===== src/rtl/mux2_pkg.sv =====
// mux2_pkg: shared defaults and FSM state encoding for the two-channel round-robin arbiter.
`default_nettype none

package mux2_pkg;

  localparam int DW_DEFAULT    = 1;
  localparam int CNT_W_DEFAULT = 16;

  typedef enum logic [0:0] {
    ST_EMPTY = 1'b0,
    ST_FULL  = 1'b1
  } state_t;

endpackage

`default_nettype wire


===== src/rtl/rr_pick2.sv =====
// rr_pick2: combinational two-way round-robin pick; a tie goes to the channel
// that did not win last time.
`default_nettype none

module rr_pick2 (
  input  logic v0,
  input  logic v1,
  input  logic last_gnt,
  input  logic en,
  output logic gnt0,
  output logic gnt1,
  output logic gnt_idx
);

  always_comb begin
    gnt0    = en && v0 && (!v1 || last_gnt);
    gnt1    = en && v1 && (!v0 || !last_gnt);
    gnt_idx = gnt1;
  end

endmodule

`default_nettype wire


===== src/rtl/mux2_rr_arbiter.sv =====
// mux2_rr_arbiter: two-channel round-robin arbiter with a single registered output stage.
// Optional per-channel saturating grant counters are enabled with GRANT_CNT_EN.
`default_nettype none

module mux2_rr_arbiter
  import mux2_pkg::*;
#(
  parameter int DW = DW_DEFAULT
`ifdef GRANT_CNT_EN
  ,
  parameter int CNT_W = CNT_W_DEFAULT
`endif
) (
  input  logic          clk,
  input  logic          rst_n,
  input  logic          in0_valid,
  input  logic [DW-1:0] in0_data,
  output logic          in0_ready,
  input  logic          in1_valid,
  input  logic [DW-1:0] in1_data,
  output logic          in1_ready,
  output logic          out_valid,
  input  logic          out_ready,
  output logic [DW-1:0] out_data,
  output logic          out_sel
`ifdef GRANT_CNT_EN
  ,
  output logic [CNT_W-1:0] gnt_cnt0,
  output logic [CNT_W-1:0] gnt_cnt1
`endif
);

  state_t state;
  logic   last_gnt;
  logic   load_en;
  logic   gnt0;
  logic   gnt1;
  logic   gnt_idx;
  logic   grant;

  assign out_valid = (state == ST_FULL);
  // The stage can take a new beat when empty or when the held one leaves this cycle.
  assign load_en   = !out_valid || out_ready;
  assign grant     = gnt0 || gnt1;
  assign in0_ready = gnt0;
  assign in1_ready = gnt1;

  rr_pick2 u_pick (
    .v0      (in0_valid),
    .v1      (in1_valid),
    .last_gnt(last_gnt),
    .en      (load_en),
    .gnt0    (gnt0),
    .gnt1    (gnt1),
    .gnt_idx (gnt_idx)
  );

  always_ff @(posedge clk or negedge rst_n) begin
    if (!rst_n) begin
      state    <= ST_EMPTY;
      out_data <= '0;
      out_sel  <= 1'b0;
      last_gnt <= 1'b1;
    end else begin
      case (state)
        ST_EMPTY: begin
          if (grant) begin
            state <= ST_FULL;
          end
        end
        ST_FULL: begin
          if (!grant && out_ready) begin
            state <= ST_EMPTY;
          end
        end
        default: state <= ST_EMPTY;
      endcase
      if (grant) begin
        out_data <= gnt_idx ? in1_data : in0_data;
        out_sel  <= gnt_idx;
        last_gnt <= gnt_idx;
      end
    end
  end

`ifdef GRANT_CNT_EN
  localparam logic [CNT_W-1:0] CNT_MAX = {CNT_W{1'b1}};

  always_ff @(posedge clk or negedge rst_n) begin
    if (!rst_n) begin
      gnt_cnt0 <= '0;
      gnt_cnt1 <= '0;
    end else begin
      if (gnt0 && (gnt_cnt0 != CNT_MAX)) begin
        gnt_cnt0 <= gnt_cnt0 + CNT_W'(1);
      end
      if (gnt1 && (gnt_cnt1 != CNT_MAX)) begin
        gnt_cnt1 <= gnt_cnt1 + CNT_W'(1);
      end
    end
  end
`endif

endmodule

`default_nettype wire


===== config.mk =====
export PLATFORM = sky130hd
export DESIGN_NAME = mux2_rr_arbiter
export DESIGN_NICKNAME = d
export VERILOG_FILES = /design/src/rtl/mux2_pkg.sv /design/src/rtl/rr_pick2.sv /design/src/rtl/mux2_rr_arbiter.sv
export SDC_FILE = /design/constraint.sdc
export NUM_CORES = 1
export LEC_CHECK = 0
export CORE_AREA = 2 2 39 41
export DETAILED_ROUTE_END_ITERATION = 7
export DIE_AREA = 0 0 41 43
export PLACE_DENSITY = 0.38
export SYNTH_ARGS = -nofsm -noshare
export SYNTH_HDL_FRONTEND = slang
export SYNTH_SLANG_ARGS = --single-unit
export TNS_END_PERCENT = 100

===== constraint.sdc =====
create_clock -name clk -period 1.67 [get_ports clk]
set_clock_uncertainty 0.05 [all_clocks]
set_input_delay 0.167 -clock clk [delete_from_list [all_inputs] [get_ports clk]]
set_output_delay 0.167 -clock clk [all_outputs]
set_load 0.05 [all_outputs]

==> results of run 1 <==
[synthesized netlist by cell type]
cell,number
sky130_fd_sc_hd__and3_1,1
sky130_fd_sc_hd__nand4b_1,1
sky130_fd_sc_hd__o31a_1,1
sky130_fd_sc_hd__dfrtp_1,3
sky130_fd_sc_hd__inv_1,3
sky130_fd_sc_hd__nand2b_4,1
sky130_fd_sc_hd__o21bai_1,1
sky130_fd_sc_hd__nand2b_1,1
sky130_fd_sc_hd__and4_1,1
sky130_fd_sc_hd__o21ai_0,2
sky130_fd_sc_hd__nor2b_1,1
sky130_fd_sc_hd__and3_4,1
sky130_fd_sc_hd__nand2_1,2
sky130_fd_sc_hd__a31oi_1,1
sky130_fd_sc_hd__dfstp_2,1
sky130_fd_sc_hd__or3_1,1
[stage by stage]
step / cells / setup WS [ps]
2_1_floorplan: 22 / 156.6
3_3_place_gp: 49 / 203.6
3_5_place_dp: 49 / 175.0
4_1_cts: 53 / 159.2
5_1_grt: 53 / 91.92
6_report: 53 / 172.1
[state kept, by name, summed over array words and instances (netlist names)]
name / count
out_sel: 1
out_valid: 1
out_data: 1
last_gnt: 1
[per-layer routing]
layer | GRT usage, % | wire length [µm] | vias to the layer above
met5 | 0 | 0 | -
met4 | 2.000 | 0 | 0
met3 | 6.283 | 40 | 0
met2 | 10.63 | 262 | 7
met1 | 6.452 | 185 | 110
li1 | - | - | 107
[cells by family (layout without fill, tap and decap cells)]
logic type	count (synthesis)	after routing	synth area share [%]
AO/OA/AOI/OAI	5	5	14.78
buffers and inverters	3	18	5.113
flip-flops	4	4	46.02
AND/OR/NAND/NOR	10	10	34.10
[critical path, delay by kind of cell, from the launching register on]
family                 cells  cell delay, ps
DFF                        1             530
buffers and inverters      1             150
and+or+nand+nor            2             370
[power by group through the flow]
stage / Sequential (µW) / Combinational (µW) / Clock [µW]
5_1_grt: 133 / 172 / 146
2_1_floorplan: 172 / 54.0 / 0
6_report: 130 / 158 / 131
3_5_place_dp: 131 / 160 / 0
4_1_cts: 131 / 161 / 137
3_3_place_gp: 131 / 161 / 0
[final cells by class]
class / instances / area, µm² / area share (%)
Clock buffer: 4 / 26.28 / 6.752
Tap cell: 16 / 20.02 / 5.145
Sequential cell: 4 / 101.3 / 26.04
Multi-Input combinational cell: 15 / 107.6 / 27.65
Timing Repair Buffer: 11 / 122.6 / 31.51
Inverter: 3 / 11.26 / 2.894
[layout by cell type, fill, tap and decap left out]
| cell type | count |
|---|---|
| sky130_fd_sc_hd__clkdlybuf4s50_1 | 6 |
| sky130_fd_sc_hd__inv_1 | 3 |
| sky130_fd_sc_hd__clkbuf_4 | 3 |
| sky130_fd_sc_hd__dfrtp_1 | 3 |
| sky130_fd_sc_hd__buf_4 | 3 |
| sky130_fd_sc_hd__nand2_1 | 2 |
| sky130_fd_sc_hd__o21ai_0 | 2 |
| sky130_fd_sc_hd__buf_12 | 2 |
| sky130_fd_sc_hd__nand2b_4 | 1 |
| sky130_fd_sc_hd__nand2b_1 | 1 |
| sky130_fd_sc_hd__and3_1 | 1 |
| sky130_fd_sc_hd__and3_4 | 1 |
| sky130_fd_sc_hd__nor2b_1 | 1 |
| sky130_fd_sc_hd__or3_1 | 1 |
| sky130_fd_sc_hd__o21bai_1 | 1 |
| sky130_fd_sc_hd__a31oi_1 | 1 |
| sky130_fd_sc_hd__and4_1 | 1 |
| sky130_fd_sc_hd__nand4b_1 | 1 |
| sky130_fd_sc_hd__o31a_1 | 1 |
| sky130_fd_sc_hd__clkbuf_1 | 1 |
| sky130_fd_sc_hd__dfstp_2 | 1 |
[how the worst max path moves through the flow]
stage	startpoint	endpoint	slack (ps)	depth (start not counted)
2_1_floorplan	out_valid$_DFF_PN0_	out_sel$_DFFE_PN0P_	160	3
3_3_place_gp	in0_valid	out_data$_DFFE_PN0P_	200	4
3_5_place_dp	in0_valid	out_data$_DFFE_PN0P_	180	4
4_1_cts	last_gnt$_DFFE_PN1P_	in0_ready	160	3
5_1_grt	last_gnt$_DFFE_PN1P_	in0_ready	90	3
6_report	last_gnt$_DFFE_PN1P_	in0_ready	170	3
==> results by stage, run 1 <==
Synth:
- Synthesis produced a netlist with a net count of 29.
- The synthesized design devotes to its leading area cell type 34.09% of total area.
- The gate count of the mapped netlist is 22.
- The share of synthesized area occupied by flip-flops and latches is 46.02%.
- The netlist uses 16 different library cells.
- The combined area of all synthesized cells is 220.2 µm².
- Summed over all instances, the cell type with the most area after synthesis is sky130_fd_sc_hd__dfrtp_1.
- In this run the mean area of a mapped cell was 10.01 µm².
- Yosys printed 0 warnings.
- The flip-flop and latch count after synthesis is 4.
- After synthesis, the cell types taking the most area are sky130_fd_sc_hd__dfrtp_1, sky130_fd_sc_hd__dfstp_2, sky130_fd_sc_hd__nand2b_4.

Timing:
- After layout, the worst path uses 89.69% of the clock period.
- The highest achievable clock rate is 667.6 MHz.
- The total count of max-transition violations in the final report is 0.
- The summed negative setup slack over all endpoints is 0 ps.
- The final worst hold slack is 84.72 ps.
- The hold violation total from the final report came to 0.
- Setup repair after global routing left no endpoint under its margin.
- The setup violation total in the final timing report is 0.
- The worst slew margin relative to its limit is 86.99%.
- The final critical-path required period is 1498 ps.
- For the pin with the worst max-slew slack, the measured transition is 194.5 ps.

Global routing:
- The total overflow left after global routing is 0.
- The first global-routing pass estimated 772 µm of wire.
- The number of global-route vias before repair was 206.
- The number of antenna violations at the first check in global routing is 0.
- Entering global routing, the biggest net connects 7 pins.
- For this run, the total global-route usage over all layers was measured as 6.935%.

Routing:
- The first-pass detailed-route iteration total is 4.
- The detailed router placed 224 vias in this run.
- For this run, design rule violations remaining after detail routing come to 0.
- After the first detailed-routing iteration, the DRC count stood at 1.
- Dividing the detail-routed via count by the number of cells gives 4.226.
- The final wirelength is 488 µm.
- The count of nets left with antenna violations once routing finished came out at 0.
- Dividing the detail-routed wire length by the instance count gives 9.208 µm.

Setup path:
- The worst setup path is launched from a flop.
- The class of the most critical setup path is reg -> out.
- The data required time at the worst endpoint is 1450 ps.
- The largest stage delay on the critical path is 530 ps.
- The worst register-to-register path has a depth of 3.
- The slowest stage of the critical path belongs to the cell sky130_fd_sc_hd__dfstp_2.
- The worst register-to-register path has a setup slack of 420 ps.
- The worst register-to-register path begins at last_gnt$_DFFE_PN1P_.
- In this run the worst path has a maximum fanout of 4.
- At the worst endpoint, the arrival time is 1280 ps.
- The critical path goes through nand2b_1 > and3_1 > buf_12.
- The worst register-to-register path ends at out_data$_DFFE_PN0P_.
- The worst setup path is captured at an output port.

Placed design:
- The global placement routability congestion is 0.7143.
- Once placement finished, the instance area stood at 362.8 µm².
- During placement, the flow inserted port buffers numbering 11.
- Once detailed placement completed, the half-perimeter wirelength came to 409 µm.

Die:
- The standard-cell row count is 14.
- The die is 43 µm tall.
- The die extent in x is 41 µm.
- The I/O pin total is 12.
- The core outline area is 1384 µm².
- For this configuration, the core starts out at a cell density of 15.91%.
- The floorplan step defined a die boundary enclosing 1763 µm².

Final layout:
- 0 antenna diodes ended up in the layout.
- The share of final-layout standard cells stronger than drive strength 1 is 29.73%.
- The final layout net count is 45.
- The area growth from synthesis to layout is 76.70%.
- The count of filler cells inserted in the layout is 147.
- Cells fill 28.12% of the core in the end.
- The total non-filler cell area in the finished layout is 389.1 µm².

Clock network:
- The number of post-CTS setup repair buffers is 0.
- Clock-pin slew was measured on the worst setup and hold paths at 40 ps.
- Counting along the longest clock path gives a buffer depth of 2.
- The clock tree from TritonCTS is done.
- Clock tree synthesis selected as its root buffer the cell sky130_fd_sc_hd__clkbuf_4.
- The count of instances resized after the clock tree is built is 0.
- Clock tree synthesis found a total of 4 sinks.
- After clock tree synthesis, the flow added hold-fix buffers numbering 0.
- Counting the buffers created by CTS gives 3.
- The number of H-tree levels is 1.
- The clock network latency to the later pin of the worst-skew pair is 230 ps.

Power:
- The clock group share of total power is 31.3%.
- The switching power is 144.6 µW.
- Power comes to 419.8 µW.
- IR analysis of the VDD net gives a maximum drop of 0.5391 mV.
- The design internal power is 275.3 µW.
- The areal power density over the cells is 1079 nW/µm².
- The share of total power in combinational logic is 37.7%.
- In this run the static leakage power is 0.0001724 µW.
- The share of power burned in registers is 31.0%.
- In this run switching power makes up 34.43% of total power.

Run status:
- The flow ran to the end, and the final reports show no timing, DRC or antenna violations.

Worst hold path:
- The class of the worst hold path is in -> async.

Flow run:
- The max-cap violation count is 0.
Power figures use the tool's default switching activity.
==> inputs of run 2 (changes only) <==
Settings changed: CAP_MARGIN set to 0, REMOVE_ABC_BUFFERS set to 1.
==> results of run 2 <==
Final layout, timing and power as in run 1 (identical DEF).
